<file path="config.mk">
export PLATFORM = sky130hd
export DESIGN_NAME = perf_counter_bank
export DESIGN_NICKNAME = d
export VERILOG_FILES = /design/src/rtl/perf_pkg.sv /design/src/rtl/sat_counter.sv /design/src/rtl/perf_counter_bank.sv
export SDC_FILE = /design/constraint.sdc
export NUM_CORES = 1
export LEC_CHECK = 0
export CAP_MARGIN = 20
export CORE_MARGIN = 10
export CORE_UTILIZATION = 65
export DETAILED_ROUTE_END_ITERATION = 8
export MAX_ROUTING_LAYER = met4
export PLACE_DENSITY_LB_ADDON = 0.3
export SLEW_MARGIN = 20
export SYNTH_ARGS = -nofsm -noshare
export SYNTH_HDL_FRONTEND = slang
export SYNTH_HIERARCHICAL = 1
export SYNTH_SLANG_ARGS = --single-unit
</file>
<file path="constraint.sdc">
create_clock -name clk -period 5.16 [get_ports clk]
set_input_delay 1.032 -clock clk [delete_from_list [all_inputs] [get_ports clk]]
set_output_delay 1.032 -clock clk [all_outputs]
set_load 0.02 [all_outputs]
</file>
<file path="src/rtl/perf_pkg.sv">
// Shared types and constants for the performance-counter bank.
package perf_pkg;

    typedef enum logic {
        RUN  = 1'b0,
        DONE = 1'b1
    } state_t;

    localparam int SEL_CYCLE   = 0;
    localparam int SEL_INSTRET = 1;
    localparam int SEL_EVT0    = 2;

    localparam int DEFAULT_CNT_W   = 32;
    localparam int DEFAULT_TIMEOUT = 100000;

endpackage

</file>
<file path="src/rtl/sat_counter.sv">
// Saturating up-counter with a synchronous clear that takes priority over the enable.
module sat_counter #(
    parameter int W = 32
) (
    input  logic         clk,
    input  logic         rst_n,
    input  logic         clr,
    input  logic         en,
    output logic [W-1:0] q
);

    logic [W-1:0] r_q;

    // Once all ones the count holds instead of wrapping.
    always_ff @(posedge clk or negedge rst_n) begin
        if (!rst_n) begin
            r_q <= '0;
        end else if (clr) begin
            r_q <= '0;
        end else if (en && (r_q != {W{1'b1}})) begin
            r_q <= r_q + 1'b1;
        end
    end

    assign q = r_q;

endmodule

</file>
<file path="src/rtl/perf_counter_bank.sv">
// Cycle / retire / event counter bank that freezes on halt or cycle-budget timeout.
// Optional PERF_REPORT_EN prints a one-line summary and ends simulation when the run ends.
module perf_counter_bank
    import perf_pkg::*;
#(
    parameter int CNT_W   = DEFAULT_CNT_W,
    parameter int N_EVT   = 4,
    parameter int TIMEOUT = DEFAULT_TIMEOUT
) (
    input  logic                        clk,
    input  logic                        rst_n,
    input  logic                        clr,
    input  logic                        halt,
    input  logic                        W_v,
    input  logic [N_EVT-1:0]            evt_v,
    input  logic [$clog2(N_EVT+2)-1:0]  rd_sel,
    output logic [CNT_W-1:0]            rd_data,
    output logic [CNT_W-1:0]            cycle,
    output logic                        done,
    output logic                        timed_out
);

    localparam int N_CNT = N_EVT + 2;
    localparam int SEL_W = $clog2(N_EVT + 2);
    localparam logic [63:0] TIMEOUT_LAST = 64'(TIMEOUT - 1);

    state_t             r_state;
    logic               r_done;
    logic               r_timed_out;
    logic [CNT_W-1:0]   r_rd_data;
    logic [CNT_W-1:0]   w_rd_mux;
    logic [N_CNT-1:0]   w_en;
    logic [CNT_W-1:0]   w_cnt [N_CNT];
    logic               w_run;
    logic               w_timeout;

    assign w_run = (r_state == RUN);
    assign w_en[SEL_CYCLE]   = w_run;
    assign w_en[SEL_INSTRET] = w_run & W_v;

    for (genvar k = 0; k < N_EVT; k++) begin : g_evt_en
        assign w_en[SEL_EVT0+k] = w_run & evt_v[k];
    end

    for (genvar g = 0; g < N_CNT; g++) begin : g_cnt
        sat_counter #(.W(CNT_W)) u_cnt (
            .clk   (clk),
            .rst_n (rst_n),
            .clr   (clr),
            .en    (w_en[g]),
            .q     (w_cnt[g])
        );
    end

    // Wide compare so a budget beyond the counter range simply never fires.
    assign w_timeout = (64'(w_cnt[SEL_CYCLE]) == TIMEOUT_LAST);

    always_ff @(posedge clk or negedge rst_n) begin
        if (!rst_n) begin
            r_state     <= RUN;
            r_done      <= 1'b0;
            r_timed_out <= 1'b0;
        end else if (clr) begin
            r_state     <= RUN;
            r_done      <= 1'b0;
            r_timed_out <= 1'b0;
        end else if (r_state == RUN) begin
            if (halt) begin
                r_state     <= DONE;
                r_done      <= 1'b1;
                r_timed_out <= 1'b0;
            end else if (w_timeout) begin
                r_state     <= DONE;
                r_done      <= 1'b1;
                r_timed_out <= 1'b1;
            end
        end
    end

    always_comb begin
        w_rd_mux = '0;
        for (int k = 0; k < N_CNT; k++) begin
            if (rd_sel == SEL_W'(k)) begin
                w_rd_mux = w_cnt[k];
            end
        end
    end

    always_ff @(posedge clk or negedge rst_n) begin
        if (!rst_n) begin
            r_rd_data <= '0;
        end else begin
            r_rd_data <= w_rd_mux;
        end
    end

    assign rd_data   = r_rd_data;
    assign cycle     = w_cnt[SEL_CYCLE];
    assign done      = r_done;
    assign timed_out = r_timed_out;

`ifdef PERF_REPORT_EN
    logic r_done_d;

    always_ff @(posedge clk or negedge rst_n) begin
        if (!rst_n) begin
            r_done_d <= 1'b0;
        end else begin
            r_done_d <= r_done;
        end
    end

    // Counters are frozen once done is high, so reporting one edge later sees final values.
    always @(posedge clk) begin
        if (rst_n && r_done && !r_done_d && !clr) begin
            if (r_timed_out) begin
                $display("#ran for %0d cycles", TIMEOUT);
            end else begin
                $write("cycles=%0d instret=%0d ", w_cnt[SEL_CYCLE], w_cnt[SEL_INSTRET]);
                if (w_cnt[SEL_INSTRET] == '0) begin
                    $write("CPI=n/a");
                end else begin
                    $write("CPI=%f", real'(w_cnt[SEL_CYCLE]) / real'(w_cnt[SEL_INSTRET]));
                end
                for (int k = 0; k < N_EVT; k++) begin
                    $write(" evt%0d=%0d", k, w_cnt[SEL_EVT0+k]);
                end
                $display("");
            end
            $finish;
        end
    end
`endif

endmodule

</file>
==> reports/metrics.csv <==
stage;metric;value;unit
sta;worst_pin_slew;1100;ps
synth;async_reset_ff_frac;1.00;
synth;synthesis.area;13800;um2
critical_path;critical_path_class;in2reg;
synth;synth.most_common_cell;dfrtp_1;
finish;antenna_cells;0;
clock_network;worst_skew_pair.late_latency;540;ps
die;die_area;27400;um2
synth;netlist_instances;1470;
finish;fillCellCount;1515;
pwr;cellLeakagePower;6.07;nW
global_routing;grt_pass1_wl;64300;um
routing;drc;0;
synth;yosys.area.top_type;dfrtp_1;
clock_network;ctsResizeCount;0;
placed_design;dp_cells;1759;
sta;grt_setup_unrepaired;no;
critical_path;critPathLaunchType;primary input;
synth;netlist_top_cells_area;dfrtp_1, nor2_1, a21oi_1;
finish;layout.nets;1529;
clock_network;cts_setup_buffers;0;
critical_path;worst-path-max-fanout;34;
finish;final_layout_size_suffix_gt1_frac;0.112;
global_routing;antenna_found_initial;0;
die;fp.coreArea;21000;um2
finish;fin_util;0.734;
critical_path;crit_path_end;rd_data[20];
die;die_w;166;um
die;fp.dieH;166;um
routing;vias_per_cell;6.81;
synth;ys_seq_elements;227;
clock_network;cts_tree;done;
clock_network;cts_root_buf;clkbuf_16;
critical_path;reg2reg_from;r_state;
placed_design;globalplace.congestion;0.993;
sta;period_needed;3250;ps
placed_design;hpwl;27500;um
sta;slew_headroom;0.266;
sta;fmax;308;MHz
run_status;run_status;complete, no violations;
placed_design;io_buffer_count;77;
routing;dr.pass1.iters;5;
run;max-cap-violations;0;
global_routing;grt.overflow.total;0;
critical_path;crit_arrival;3690;ps
clock_network;htreeDepth;1;
worst_hold_path;hp-class;reg2reg;
sta;period_share;0.629;
critical_path;worstSetupStartpoint;rd_sel[2];
global_routing;grt_max_degree;112;
clock_network;clk_pin_slew;60;ps
sta;hold_violations;0;
clock_network;clock_path_buffers;3;
routing;first_iter_violations;1729;
clock_network;hold_buffers;0;
synth;yosys_warnings;6;
die;pin_count;78;
die;rows;53;
routing;wire_per_inst;22.2;um
pwr;peakVddDrop;0.281;mV
synth;yosysTopAreaCellShare;0.412;
critical_path;r2r_cells;6;
synth;yosysUniqueCellTypes;67;
synth;synth-edff-count;0;
critical_path;r2r_setup_slack;2330;ps
finish;finalNonFillerCells;1804;
sta;worst_slack;1910;ps
placed_design;place_ws;1440;ps
pwr;power.density;245;nW/um2
critical_path;rr_endpoint;g_cnt[4].u_cnt/q[27];
sta;tns;0;ps
synth;syn-num-nets;1488;
global_routing;grt_pass1_vias;11400;
sta;slew_viol_final;0;
critical_path;crit_required;5610;ps
die;initial_core_util;0.658;
clock_network;cts_buffers;25;
finish;area_growth;11.7;%
routing;postRouteAntennaNets;0;
pwr;p_total;0.00377;W
routing;route.vias.total;12300;
synth;yosysSeqAreaShare;0.412;
routing;routed_wl;40000;um
synth;avgSynthCellArea;9.37;um2
sta;setup_viol;0;
critical_path;cp-end-kind;register;
synth;synth_ff_type;dfrtp_1;
synth;netlist_top_cells_count;dfrtp_1, nor2_1, a21oi_1, nand3_1, nand2_1;
clock_network;cts.sinks;227;
global_routing;track_usage;0.286;
sta;clock_skew;26.6;ps
==> cells by family after synthesis <==
kind of cell | count (synthesis) | share of synthesized area
AND/OR/NAND/NOR | 642 | 0.263
AO/OA/AOI/OAI | 338 | 0.178
flip-flops | 227 | 0.412
buffers and inverters | 112 | 0.0391
XOR/XNOR | 75 | 0.0477
multiplexers | 70 | 0.0551
adder cells (fa/ha/maj) | 6 | 0.00545
==> area by class of cell <==
cell class,count,area (um2),share of cell area
repair buffers,85,852,0.0554
clock buffers,38,724,0.0471
flip-flops and latches,227,5680,0.369
well taps,275,344,0.0224
inverters,41,154,0.0100
multi-input cells,1131,7570,0.492
clock inverters,7,63.8,0.00415
==> routing by layer <==
metal / GRT usage / wire length (um)
met5: - / 0
met4: 0.0697 / 1020
met2: 0.427 / 18400
met1: 0.400 / 16600
met3: 0.0469 / 3960
==> state kept, by name, summed over array words and instances (netlist names) <==
name           cells
g_cnt.u_cnt/q    192
rd_data           32
done               1
r_state            1
timed_out          1
==> how the worst min path moves through the flow <==
stage	cells after the start	slack, ps	end	from
CTS	1	520	timed_out	timed_out
detailed placement	1	490	timed_out	timed_out
floorplan	2	510	rd_data[9]	g_cnt[4].u_cnt/q[9]
finish	1	520	timed_out	timed_out
global route	1	530	timed_out	timed_out
global placement	1	500	timed_out	timed_out
==> where the power goes <==
part	internal [W]	switching, W	total [W]	leakage, nW
clock network	0.00101	0.000729	0.00174	0.392
logic	0.0000585	0.000150	0.000209	2.51
registers	0.00179	0.0000244	0.00182	3.16
total	0.00287	0.000903	0.00377	6.07
==> critical path: stages <==
cell and delay [ps]:
clkdlybuf4s50_1 460, buf_4 340, nor2b_2 200, buf_4 340
nor2b_4 960, a22oi_2 190, o21ai_1 160
==> metrics by stage <==
stage | instance area [um2] | hold WS (ps)
floorplan | 13800 | 513
global placement | 14600 | 499
detailed placement | 14600 | 494
CTS | 15400 | 519
global route | 15400 | 530
finish | 15400 | 516
==> cell usage in the layout, fill, tap and decap left out, types with 33 or more instances in the layout <==
cell type	count
nand3_1	72
or3_1	38
mux2i_1	38
and3_1	41
nor2b_1	37
xnor2_1	56
o21ai_0	34
nand2_1	68
dfrtp_1	227
clkdlybuf4s50_1	73
nor2_1	182
inv_1	41
a21oi_1	106
a22o_1	33
nand4_1	38
No activity file was read; power rests on OpenSTA's default activity.
